--- config.mk ---
export PLATFORM = sky130hd
export DESIGN_NAME = classifier_topic_lookup
export DESIGN_NICKNAME = d
export VERILOG_FILES = /design/src/rtl/classifier_topic_lookup.sv
export SDC_FILE = /design/constraint.sdc
export NUM_CORES = 1
export LEC_CHECK = 0
export CORE_MARGIN = 1
export CORE_UTILIZATION = 45
export DETAILED_ROUTE_END_ITERATION = 8
export MAX_ROUTING_LAYER = met4
export PLACE_DENSITY_LB_ADDON = 0.25
export SYNTH_ARGS = -nofsm -noshare
export SYNTH_HDL_FRONTEND = slang
export SYNTH_SLANG_ARGS = --single-unit
export TNS_END_PERCENT = 20
--- constraint.sdc ---
create_clock -name clk -period 3 [get_ports clk]
set_input_delay 0.6 -clock clk [delete_from_list [all_inputs] [get_ports clk]]
set_output_delay 0.6 -clock clk [all_outputs]
set_load 0.03 [all_outputs]
--- src/rtl/classifier_topic_lookup.sv ---
// classifier_topic_lookup: lookup initiator for the classifier topic memories.
// Reads two hash buckets, walks their valid pointers in order (table0 slots
// then table1 slots), fetches key and expiry time per pointer and reports
// hit / miss / expired with the matching TID. One lookup in flight at a time.
// Optional build macro CLASSIFIER_TOPIC_LOOKUP_STATS_EN adds saturating
// 32-bit hit/miss/expired counters.
//
// Handshake: a request is taken on a rising clk edge where lookup_req and
// lookup_ready are both 1; lookup_req while lookup_ready=0 is dropped. Memory
// reads are single-cycle rd pulses with raddr held until the matching ack;
// acks are only honoured in the state that waits for them.

`ifndef TOPIC_HASH_TABLE_DEPTH_NBITS
`define TOPIC_HASH_TABLE_DEPTH_NBITS 6
`endif
`ifndef TOPIC_VALUE_DEPTH_NBITS
`define TOPIC_VALUE_DEPTH_NBITS 6
`endif
`ifndef TOPIC_VALUE_NBITS
`define TOPIC_VALUE_NBITS 40
`endif
`ifndef TOPIC_KEY_NBITS
`define TOPIC_KEY_NBITS 32
`endif
`ifndef EXP_TIME_NBITS
`define EXP_TIME_NBITS 16
`endif

module classifier_topic_lookup #(
    parameter int DEPTH_NBITS       = `TOPIC_HASH_TABLE_DEPTH_NBITS,
    parameter int VALUE_DEPTH_NBITS = `TOPIC_VALUE_DEPTH_NBITS,
    parameter int VALUE_NBITS       = `TOPIC_VALUE_NBITS,
    parameter int KEY_NBITS         = `TOPIC_KEY_NBITS,
    parameter int ETIME_NBITS       = `EXP_TIME_NBITS,
    parameter int BUCKET_ENTRIES    = 4,
    parameter int BUCKET_NBITS      = BUCKET_ENTRIES*(VALUE_DEPTH_NBITS+1)
) (
    input  logic                         clk,
    input  logic                         rst_n,
    input  logic                         lookup_req,
    input  logic [KEY_NBITS-1:0]         lookup_key,
    input  logic [DEPTH_NBITS-1:0]       lookup_hash0,
    input  logic [DEPTH_NBITS-1:0]       lookup_hash1,
    input  logic [ETIME_NBITS-1:0]       cur_time,
    output logic                         lookup_ready,
    output logic                         lookup_done,
    output logic                         lookup_hit,
    output logic                         lookup_expired,
    output logic [VALUE_DEPTH_NBITS-1:0] lookup_tid,
    output logic                         topic_hash_table0_rd,
    output logic [DEPTH_NBITS-1:0]       topic_hash_table0_raddr,
    output logic                         topic_hash_table1_rd,
    output logic [DEPTH_NBITS-1:0]       topic_hash_table1_raddr,
    input  logic                         topic_hash_table0_ack,
    input  logic [BUCKET_NBITS-1:0]      topic_hash_table0_rdata,
    input  logic                         topic_hash_table1_ack,
    input  logic [BUCKET_NBITS-1:0]      topic_hash_table1_rdata,
    output logic                         topic_key_rd,
    output logic [VALUE_DEPTH_NBITS-1:0] topic_key_raddr,
    output logic                         topic_etime_rd,
    output logic [VALUE_DEPTH_NBITS-1:0] topic_etime_raddr,
    input  logic                         topic_key_ack,
    input  logic [VALUE_NBITS-1:0]       topic_key_rdata,
    input  logic                         topic_etime_ack,
    input  logic [ETIME_NBITS-1:0]       topic_etime_rdata,
`ifdef CLASSIFIER_TOPIC_LOOKUP_STATS_EN
    output logic [31:0]                  stat_hit_cnt,
    output logic [31:0]                  stat_miss_cnt,
    output logic [31:0]                  stat_expired_cnt,
`endif
    output logic [2:0]                   dbg_state_o
);

    localparam int SLOT_W = VALUE_DEPTH_NBITS + 1;
    localparam int NCAND  = 2 * BUCKET_ENTRIES;
    localparam int IDX_W  = $clog2(NCAND + 1);

    typedef enum logic [2:0] {
        IDLE     = 3'd0,
        BKT_WAIT = 3'd1,
        SCAN     = 3'd2,
        KEY_WAIT = 3'd3,
        DONE     = 3'd4
    } state_t;

    state_t                        state_q, state_d;
    logic [KEY_NBITS-1:0]          key_q;
    logic [DEPTH_NBITS-1:0]        hash0_q, hash1_q;
    logic [ETIME_NBITS-1:0]        time_q;
    logic [BUCKET_NBITS-1:0]       bkt0_q, bkt1_q;
    logic                          got0_q, got1_q;
    logic [KEY_NBITS-1:0]          rkey_q;
    logic [ETIME_NBITS-1:0]        retime_q;
    logic                          got_key_q, got_et_q;
    logic [IDX_W-1:0]              idx_q;
    logic [VALUE_DEPTH_NBITS-1:0]  ptr_q;
    logic                          tbl_rd_q, ent_rd_q;
    logic                          hit_q, expired_q;
    logic [VALUE_DEPTH_NBITS-1:0]  tid_q;

    logic [NCAND-1:0]                        cand_vld;
    logic [NCAND-1:0][VALUE_DEPTH_NBITS-1:0] cand_ptr;
    logic                                    found;
    logic [IDX_W-1:0]                        sel;
    logic [VALUE_DEPTH_NBITS-1:0]            sel_ptr;
    logic                                    bkt_both, ent_both;
    logic [KEY_NBITS-1:0]                    key_eff;
    logic [ETIME_NBITS-1:0]                  etime_eff;
    logic                                    key_match, not_expired;
    logic                                    unused_key_bits;

    // Only the low key bits take part in the compare.
    assign unused_key_bits = ^topic_key_rdata[VALUE_NBITS-1:KEY_NBITS];

    // Flatten both buckets into one ordered candidate list.
    always_comb begin
        cand_vld = '0;
        cand_ptr = '0;
        for (int i = 0; i < BUCKET_ENTRIES; i++) begin
            cand_vld[i]                  = bkt0_q[i*SLOT_W + VALUE_DEPTH_NBITS];
            cand_ptr[i]                  = bkt0_q[i*SLOT_W +: VALUE_DEPTH_NBITS];
            cand_vld[i + BUCKET_ENTRIES] = bkt1_q[i*SLOT_W + VALUE_DEPTH_NBITS];
            cand_ptr[i + BUCKET_ENTRIES] = bkt1_q[i*SLOT_W +: VALUE_DEPTH_NBITS];
        end
    end

    // Priority encoder: first valid candidate at or above the scan index.
    always_comb begin
        found   = 1'b0;
        sel     = '0;
        sel_ptr = '0;
        for (int i = NCAND - 1; i >= 0; i--) begin
            if (cand_vld[i] && (IDX_W'(i) >= idx_q)) begin
                found   = 1'b1;
                sel     = IDX_W'(i);
                sel_ptr = cand_ptr[i];
            end
        end
    end

    // Response-complete detection and compare; a same-cycle ack is used directly.
    always_comb begin
        bkt_both    = (got0_q | topic_hash_table0_ack) & (got1_q | topic_hash_table1_ack);
        ent_both    = (got_key_q | topic_key_ack) & (got_et_q | topic_etime_ack);
        key_eff     = topic_key_ack ? topic_key_rdata[KEY_NBITS-1:0] : rkey_q;
        etime_eff   = topic_etime_ack ? topic_etime_rdata : retime_q;
        key_match   = (key_eff == key_q);
        not_expired = (etime_eff > time_q);
    end

    // State register.
    always_ff @(posedge clk or negedge rst_n) begin
        if (!rst_n) state_q <= IDLE;
        else        state_q <= state_d;
    end

    // Next-state logic.
    always_comb begin
        state_d = state_q;
        case (state_q)
            IDLE:     if (lookup_req) state_d = BKT_WAIT;
            BKT_WAIT: if (bkt_both)   state_d = SCAN;
            SCAN:     state_d = found ? KEY_WAIT : DONE;
            KEY_WAIT: if (ent_both)   state_d = key_match ? DONE : SCAN;
            DONE:     state_d = IDLE;
            default:  state_d = IDLE;
        endcase
    end

    // Output decode from state.
    always_comb begin
        lookup_ready = (state_q == IDLE);
        lookup_done  = (state_q == DONE);
        dbg_state_o  = state_q;
    end

    assign lookup_hit              = hit_q;
    assign lookup_expired          = expired_q;
    assign lookup_tid              = tid_q;
    assign topic_hash_table0_rd    = tbl_rd_q;
    assign topic_hash_table1_rd    = tbl_rd_q;
    assign topic_hash_table0_raddr = hash0_q;
    assign topic_hash_table1_raddr = hash1_q;
    assign topic_key_rd            = ent_rd_q;
    assign topic_etime_rd          = ent_rd_q;
    assign topic_key_raddr         = ptr_q;
    assign topic_etime_raddr       = ptr_q;

    // Datapath: request latch, bucket/entry capture, scan index, read pulses, result.
    always_ff @(posedge clk or negedge rst_n) begin
        if (!rst_n) begin
            key_q     <= '0;
            hash0_q   <= '0;
            hash1_q   <= '0;
            time_q    <= '0;
            bkt0_q    <= '0;
            bkt1_q    <= '0;
            got0_q    <= 1'b0;
            got1_q    <= 1'b0;
            rkey_q    <= '0;
            retime_q  <= '0;
            got_key_q <= 1'b0;
            got_et_q  <= 1'b0;
            idx_q     <= '0;
            ptr_q     <= '0;
            tbl_rd_q  <= 1'b0;
            ent_rd_q  <= 1'b0;
            hit_q     <= 1'b0;
            expired_q <= 1'b0;
            tid_q     <= '0;
        end else begin
            tbl_rd_q <= (state_q == IDLE) && lookup_req;
            ent_rd_q <= (state_q == SCAN) && found;
            case (state_q)
                IDLE: if (lookup_req) begin
                    key_q   <= lookup_key;
                    hash0_q <= lookup_hash0;
                    hash1_q <= lookup_hash1;
                    time_q  <= cur_time;
                    got0_q  <= 1'b0;
                    got1_q  <= 1'b0;
                end
                BKT_WAIT: begin
                    if (topic_hash_table0_ack) begin
                        bkt0_q <= topic_hash_table0_rdata;
                        got0_q <= 1'b1;
                    end
                    if (topic_hash_table1_ack) begin
                        bkt1_q <= topic_hash_table1_rdata;
                        got1_q <= 1'b1;
                    end
                    if (bkt_both) idx_q <= '0;
                end
                SCAN: if (found) begin
                    ptr_q     <= sel_ptr;
                    idx_q     <= sel + IDX_W'(1);
                    got_key_q <= 1'b0;
                    got_et_q  <= 1'b0;
                end
                KEY_WAIT: begin
                    if (topic_key_ack) begin
                        rkey_q    <= topic_key_rdata[KEY_NBITS-1:0];
                        got_key_q <= 1'b1;
                    end
                    if (topic_etime_ack) begin
                        retime_q <= topic_etime_rdata;
                        got_et_q <= 1'b1;
                    end
                    if (ent_both && key_match) begin
                        hit_q     <= not_expired;
                        expired_q <= ~not_expired;
                        tid_q     <= ptr_q;
                    end
                end
                DONE: begin
                    hit_q     <= 1'b0;
                    expired_q <= 1'b0;
                    tid_q     <= '0;
                end
                default: ;
            endcase
        end
    end

`ifdef CLASSIFIER_TOPIC_LOOKUP_STATS_EN
    logic [31:0] hit_cnt_q, miss_cnt_q, exp_cnt_q;

    // Saturating result counters, bumped on the done strobe.
    always_ff @(posedge clk or negedge rst_n) begin
        if (!rst_n) begin
            hit_cnt_q  <= '0;
            miss_cnt_q <= '0;
            exp_cnt_q  <= '0;
        end else if (state_q == DONE) begin
            if (hit_q && (hit_cnt_q != '1))                 hit_cnt_q  <= hit_cnt_q + 32'd1;
            if (expired_q && (exp_cnt_q != '1))             exp_cnt_q  <= exp_cnt_q + 32'd1;
            if (!hit_q && !expired_q && (miss_cnt_q != '1)) miss_cnt_q <= miss_cnt_q + 32'd1;
        end
    end

    assign stat_hit_cnt     = hit_cnt_q;
    assign stat_miss_cnt    = miss_cnt_q;
    assign stat_expired_cnt = exp_cnt_q;
`endif

endmodule
==> qor.yml, run 1 <==
run_status:
  status: "complete, no violations"
worst_setup_path:
  reg2reg_slack_ps: 540
  cp.required_ps: 2400
  r2r_end: "topic_etime_raddr[4]"
  path_cells: "nor2_1, nand2_1, inv_1, clkdlybuf4s50_1"
  ff2ff_path_depth: 6
  reg2reg_from: "idx_q[3]"
  start_kind: "register"
  worstSetupEndpointType: "output port"
  worstSetupPathType: "register to output port"
  cp_slowest_stage_delay_ps: 710
  cp.buffers_inverters: 2
  cp_top_family: "buffers and inverters"
  worst-endpoint-arrival_ps: 2150
  path_max_fanout: 13
  slowest_stage: "clkdlybuf4s50_1"
drt:
  ant_nets: 0
  drt-pass1-iter-count: 4
  route.vias.total: 6478
  drc: 0
  drtIter0Drc: 282
  avgRoutedWirePerCell_um: 17.17
  drt_wl_total_um: 21230
  viasPerCell: 5.237
cts:
  post_cts_hold_buffer_count: 0
  cts_max_level: 4
  clock_path_buffers: 2
  root_buffer: "clkbuf_16"
  cts_buffers: 17
  clock-sinks: 191
  cts_tree: "yes"
  clk_pin_slew_ps: 70
  cts-resized-gates: 0
  clkLatencyLatePin_ps: 420
  cts_setup_buffers: 0
final_layout:
  fin_nets: 1156
  final_cell_mix: "clkdlybuf4s50_1, dfrtp_1, mux2_2"
  syn_to_final_growth_pct: 32.71
  final_area_mm2: 0.01216
  drive_above_1_share_pct: 22.12
  final_common_cell: "clkdlybuf4s50_1"
  antenna_cells: 0
logic_synthesis:
  seq_area_frac_synth_pct: 52.17
  syn_avg_cell_area_um2: 12.20
  synth_nets: 947
  synth_seq_cells: 191
  syn_area_mm2: 0.009161
  synthDistinctLibCells: 50
  syn_inst: 751
  synthArstFlopShare_pct: 100.0
  synth_edf_count: 0
  ys.warnings.count: 0
  ys.flop_type: "dfrtp_1"
die:
  initial_utilization_pct: 46.46
  dieArea_mm2: 0.02093
  fp.dieW_um: 144.7
  ios: 220
  fp-row-count: 51
  core_mm2: 0.01972
  chipHeight_um: 144.7
timing:
  slew_headroom_pct: 55.15
  final.setup.tns_ps: 0
  maxSlewViolCount: 0
  tightest_slew_ps: 672.8
  final.min_clock_period_ps: 2753
  fin_skew_ps: 11.46
  fin_crit_sh_pct: 91.77
  clock.fmax_mhz: 363.2
  finalSetupViolations: 0
  finalHoldViolations: 0
  rsz0062_at_grt: "false"
global_route:
  antenna_found_initial: 0
  grt_max_degree: 81
  gr-total-overflow: 0
  grtUsageTotal_pct: 22.24
  grt_pass1_wl_um: 34330
  grt_pass1_vias: 6535
min_path:
  holdCritPathClass: "primary input to async pin"
placement:
  dpl_cell_area_mm2: 0.01158
  place_congestion: 0.7967
  hpwlAfterDp_um: 15700
  portBuffers: 211
power:
  power.density_mw_per_mm2: 1021
  irDropWorstVdd_mv: 0.5186
  power_leakage_nw: 5.235
  power.total_w: 0.01241
job:
  max_cap_viol_count: 0
## cells in the mapped netlist (5+ instances only)
| library cell | n | share of area [%] |
|---|---|---|
| nand4_1 | 19 | 1.3 |
| a31oi_1 | 6 | 0.41 |
| buf_1 | 9 | 0.37 |
| nor3_1 | 7 | 0.38 |
| a21oi_1 | 19 | 1.0 |
| clkbuf_1 | 20 | 0.82 |
| buf_4 | 9 | 0.74 |
| dfrtp_1 | 191 | 52 |
| nor2_1 | 34 | 1.4 |
| and2_1 | 10 | 0.68 |
| nand2_1 | 41 | 1.7 |
| mux2i_1 | 38 | 4.2 |
| o21ai_0 | 43 | 2.3 |
| xor2_1 | 32 | 3.1 |
| mux2_2 | 158 | 19 |
| inv_1 | 24 | 0.98 |
| ha_1 | 17 | 2.3 |
| a22o_1 | 6 | 0.57 |
| and3_1 | 5 | 0.34 |
| a211o_1 | 5 | 0.48 |
## metal layers
layer / routed length (um) / GRT usage, % / vias to the layer above
met5: 0 / - / -
met1: 9843 / 30.11 / 3154
met4: 255 / 6.205 / 0
li1: - / - / 3109
met3: 1233 / 3.982 / 18
met2: 9901 / 34.34 / 197
## kinds of logic (layout without fill, tap and decap cells)
family	after synthesis	in the layout	share of synthesized area [%]
and+or+nand+nor	131	131	7.225
xor gates and xnor gates	33	33	3.155
AOI/OAI and AO/OA	114	114	7.989
adders and majority gates	17	17	2.322
buffers and inverters	68	289	3.442
DFF	191	191	52.17
muxes	197	197	23.70
## sequential cells by signal, summed over array words and instances (netlist names), 16 cells and up
signal / cells
bkt0_q: 28
key_q: 32
bkt1_q: 28
time_q: 16
rkey_q: 32
retime_q: 16
## stage by stage
step                      utilization (%)  worst slack, ps  hold slack (ps)  std cells
after floorplan                         -            55.93            304.4        751
after global placement              58.72           -4.774            461.6       1206
after detailed placement            58.72           -35.21            470.6       1206
after CTS                           61.66            199.9            225.3       1237
after global routing                61.66            146.7            238.4       1237
final                               61.66            247.0            190.0       1237
## report_power, final
part / switching [W] / internal [W] / total (W)
clock network: 0.000964 / 0.00126 / 0.00222
registers: 0.000803 / 0.00388 / 0.00468
logic: 0.00273 / 0.00277 / 0.00551
total: 0.00450 / 0.00791 / 0.0124
## layout make-up
class / count / area (um2)
fillers: 1585 / 7560
flip-flops and latches: 191 / 4780
multi-input cells: 492 / 4068
repair buffers: 234 / 2308
clock buffers: 24 / 501.7
well taps: 265 / 331.6
inverters: 24 / 90.09
clock inverters: 7 / 78.83
## worst max path at each step
stage / startpoint / end / slack, ps / cells after the start
after floorplan: topic_etime_ack / lookup_expired / 60 / 9
after global placement: topic_etime_ack / lookup_hit / -5 / 10
after detailed placement: topic_etime_ack / lookup_expired / -40 / 10
after CTS: dbg_state_o[1] / lookup_done / 200 / 4
after global routing: dbg_state_o[1] / lookup_done / 150 / 4
final: dbg_state_o[1] / lookup_done / 250 / 4
Power figures use the tool's default switching activity.
==> run 2, diff against run 1 <==
--- a/config.mk
+++ b/config.mk
@@ -5,9 +5,11 @@
 export SDC_FILE = /design/constraint.sdc
 export NUM_CORES = 1
 export LEC_CHECK = 0
+export ABC_AREA = 1
 export CORE_MARGIN = 1
 export CORE_UTILIZATION = 45
 export DETAILED_ROUTE_END_ITERATION = 8
+export HOLD_SLACK_MARGIN = 0.08
 export MAX_ROUTING_LAYER = met4
 export PLACE_DENSITY_LB_ADDON = 0.25
 export SYNTH_ARGS = -nofsm -noshare
==> run 2 against run 1 <==
Net effect:
- first-iteration DRC count is 18% higher
- die area is 2.9% higher
- global-route usage is 0.68 points higher
- synthesized cell count is 50% higher
- via count is 23% higher
- wire length is 8.0% higher
- area after synthesis is 2.9% higher
- total power is 4.3% lower
- hold slack worse by 42 ps
- setup slack better by 2.6 ps
- critical endpoint unchanged
==> qor.yml, run 2 <==
run_status:
  status: "complete, no violations"
timing:
  fin_skew_ps: 8.778  # -2.679 ps
  clock.fmax_mhz: 363.6  # about the same
  rsz0062_at_grt: "false"
  slew_headroom_pct: 64.92  # +9.8 points
  final.min_clock_period_ps: 2750  # -2.606 ps
  fin_crit_sh_pct: 91.68  # about the same
  finalHoldViolations: 0  # unchanged
  finalSetupViolations: 0  # unchanged
  final.setup.tns_ps: 0  # unchanged
  tightest_slew_ps: 526.2  # -146.6 ps
  worst_slack_ps: 249.6  # +2.606 ps
  maxSlewViolCount: 0  # unchanged
worst_setup_path:
  worst-endpoint-arrival_ps: 2150  # about the same
  worstSetupPathType: "register to output port"
  cp_slowest_stage_delay_ps: 750  # +40 ps
  worstSetupEndpointType: "output port"
  start_kind: "register"
  path_max_fanout: 10  # -3
  slowest_stage: "clkdlybuf4s50_1"
  reg2reg_slack_ps: 840  # +300 ps
  cp.required_ps: 2400  # about the same
  crit_top_cell: "inv_1"
  path_cells: "inv_1, nand3_1, inv_1, clkdlybuf4s50_1"
power:
  irDropWorstVdd_mv: 0.4182  # -19%
  pwr-share-seq_pct: 36.6  # -1.1 points
  power_leakage_nw: 5.798  # +11%
  clkPwrFrac_pct: 18.8  # +0.9 points
  power.density_mw_per_mm2: 961.4  # -5.8%
  share_comb_of_total_power_pct: 44.6  # +0.2 points
  netSwitchingPower_w: 0.004700  # +4.4%
  p_int_w: 0.007182  # -9.2%
  power.total_w: 0.01188  # -4.3%
  swShare_pct: 39.55  # +3.3 points
logic_synthesis:
  synth_seq_cells: 191  # unchanged
  synthArstFlopShare_pct: 100.0  # unchanged
  yosysMostFrequentCell: "nand2_1"
  syn_inst: 1123  # +50%
  syn_avg_cell_area_um2: 8.395  # -31%
  seq_area_frac_synth_pct: 50.70  # -1.5 points
  ys.warnings.count: 0  # unchanged
  ys_top_cells_by_count: "nand2_1, dfrtp_1, inv_1"
  yosys-top-cells-area: "dfrtp_1, nand2_1, mux2_2, o21ai_0, inv_1"
  synth_edf_count: 0  # unchanged
  syn_area_mm2: 0.009428  # +2.9%
  synth.top_cell.area_share_pct: 50.70  # -1.5 points
  ys.flop_type: "dfrtp_1"
  synthDistinctLibCells: 36  # -28%
  synth_nets: 1319  # +39%
  synth_top_area_cell: "dfrtp_1"
global_route:
  grt_max_degree: 84  # +3.7%
  grt_pass1_wl_um: 37850  # +10%
  grt_pass1_vias: 7888  # +21%
  antenna_found_initial: 0  # unchanged
  gr-total-overflow: 0  # unchanged
  grtUsageTotal_pct: 22.92  # +0.68 points
die:
  ios: 220  # unchanged
  chipHeight_um: 146.7  # +1.4%
  fp.dieW_um: 146.7  # +1.4%
  fp-row-count: 52  # +2.0%
  initial_utilization_pct: 46.30  # -0.17 points
  core_mm2: 0.02036  # +3.3%
  dieArea_mm2: 0.02153  # +2.9%
cts:
  post_cts_hold_buffer_count: 0  # unchanged
  root_buffer: "clkbuf_16"
  clock-sinks: 191  # unchanged
  clkLatencyLatePin_ps: 420  # about the same
  cts-resized-gates: 0  # unchanged
  cts_max_level: 4  # unchanged
  cts_setup_buffers: 0  # unchanged
  cts_tree: "yes"
  clk_pin_slew_ps: 70  # about the same
  clock_path_buffers: 2  # unchanged
  cts_buffers: 17  # unchanged
drt:
  drt_wl_total_um: 22940  # +8.0%
  route.vias.total: 7939  # +23%
  ant_nets: 0  # unchanged
  wl_met3_um: 1363  # +11%
  met1_length_um: 9933  # +0.91%
  avgRoutedWirePerCell_um: 14.35  # -16%
  drc: 0  # unchanged
  routed-wl-met2_um: 11380  # +15%
  drt-pass1-iter-count: 7  # +3
  drtIter0Drc: 334  # +18%
  top_layer_used: "met4"
  viasPerCell: 4.965  # -5.2%
final_layout:
  fin_nets: 1514  # +31%
  final_cell_mix: "nand2_1, clkdlybuf4s50_1, dfrtp_1"
  fillers: 1791  # +13%
  fin_util_pct: 60.69  # -0.97 points
  final_common_cell: "nand2_1"
  antenna_cells: 0  # unchanged
  largestRegisters: "key_q (32), rkey_q (32)"
  drive_above_1_share_pct: 9.481  # -13 points
  final_area_mm2: 0.01236  # +1.7%
  syn_to_final_growth_pct: 31.10
job:
  max_cap_viol_count: 0  # unchanged
placement:
  pre_cts_slack_ps: 226.3  # +261.5 ps
  place_congestion: 0.8215  # +3.1%
  hpwlAfterDp_um: 16940  # +7.9%
  portBuffers: 211  # unchanged
  dpl_cell_area_mm2: 0.01179  # +1.8%
min_path:
  holdCritPathClass: "primary input to async pin"
[run 2: changes by cell type in the layout (fill, tap and decap cells not counted), moves of 11 or more]
cell     before  now
a21oi_1      19   40
buf_4        21   10
nor2_1       34   88
mux2i_1      38    1
nand2_2       0   12
a31oi_1       6   31
xor2_1       32    1
inv_1        24  112
nand2_1      41  316
mux2_2      158   55
o21ai_0      43  104
nand3_1       3   62
[run 2: power by group through the flow]
stage,clock [W],sequential [W],combinational [W]
global placement,0,0.00434,0.00518
CTS,0.00228,0.00436,0.00535
floorplan,0,0.00455,0.00350
global route,0.00237,0.00450,0.00598
finish,0.00223,0.00435,0.00530
detailed placement,0,0.00440,0.00532
[run 2: layout make-up]
class                      count  area [um2]  area share [%]
clock inverter                 9       110.1          0.8909
sequential                   191        4780           38.67
inverter                     117       440.4           3.563
timing repair buffer         226        2286           18.50
multi-input combinational    765        3945           31.92
clock buffer                  21       460.4           3.725
tap                          270       337.8           2.733
[run 2: layer usage]
metal / vias to the layer above / GRT usage [%]
met4: 0 / 5.365
met1: 3704 / 27.73
met2: 184 / 38.74
met5: - / -
met3: 18 / 5.342
li1: 4033 / -
[run 2: path summary, 6_finish.rpt]
path | from | to | cells after the start
max in group asynchronous | rst_n | key_q[27] | 2
setup / recovery | dbg_state_o[1] | lookup_done | 4
min in group clk | rkey_q[7] | rkey_q[7] | 2
hold / removal | rst_n | time_q[11] | 1
hold reg to reg | rkey_q[7] | rkey_q[7] | 2
setup reg to reg | idx_q[1] | idx_q[2] | 9
[run 2: cells by family (layout without fill, tap and decap cells)]
family                     Yosys count  in the layout  synth area share [%]
and+or+nand+nor                    501            501                 21.87
AOI/OAI and AO/OA                  190            190                 10.87
DFF                                191            191                 50.70
xor gates and xnor gates             1              1               0.09292
adders and majority gates           17             17                 2.256
buffers and inverters              167            373                 7.538
muxes                               56             56                 6.675
[run 2: per-stage QoR]
| stage | hold slack [ps] | std cells |
|---|---|---|
| CTS | 165.4 | 1599 |
| global placement | 467.4 | 1569 |
| global route | 188.9 | 1599 |
| detailed placement | 474.8 | 1569 |
| finish | 147.8 | 1599 |
| floorplan | 304.4 | 1123 |
[run 2: worst max-delay path, delay by kind of cell, from the launching register on]
kind | cells | cell delay (ps)
buf+inv | 3 | 1020
flops | 1 | 400
simple gates | 1 | 310
==> run 3, diff against run 2 <==
--- a/config.mk
+++ b/config.mk
@@ -12,6 +12,7 @@
 export HOLD_SLACK_MARGIN = 0.08
 export MAX_ROUTING_LAYER = met4
 export PLACE_DENSITY_LB_ADDON = 0.25
+export SKIP_CTS_REPAIR_TIMING = 1
 export SYNTH_ARGS = -nofsm -noshare
 export SYNTH_HDL_FRONTEND = slang
 export SYNTH_SLANG_ARGS = --single-unit
==> results of run 3 <==
Final layout, timing and power as in run 2 (identical DEF).
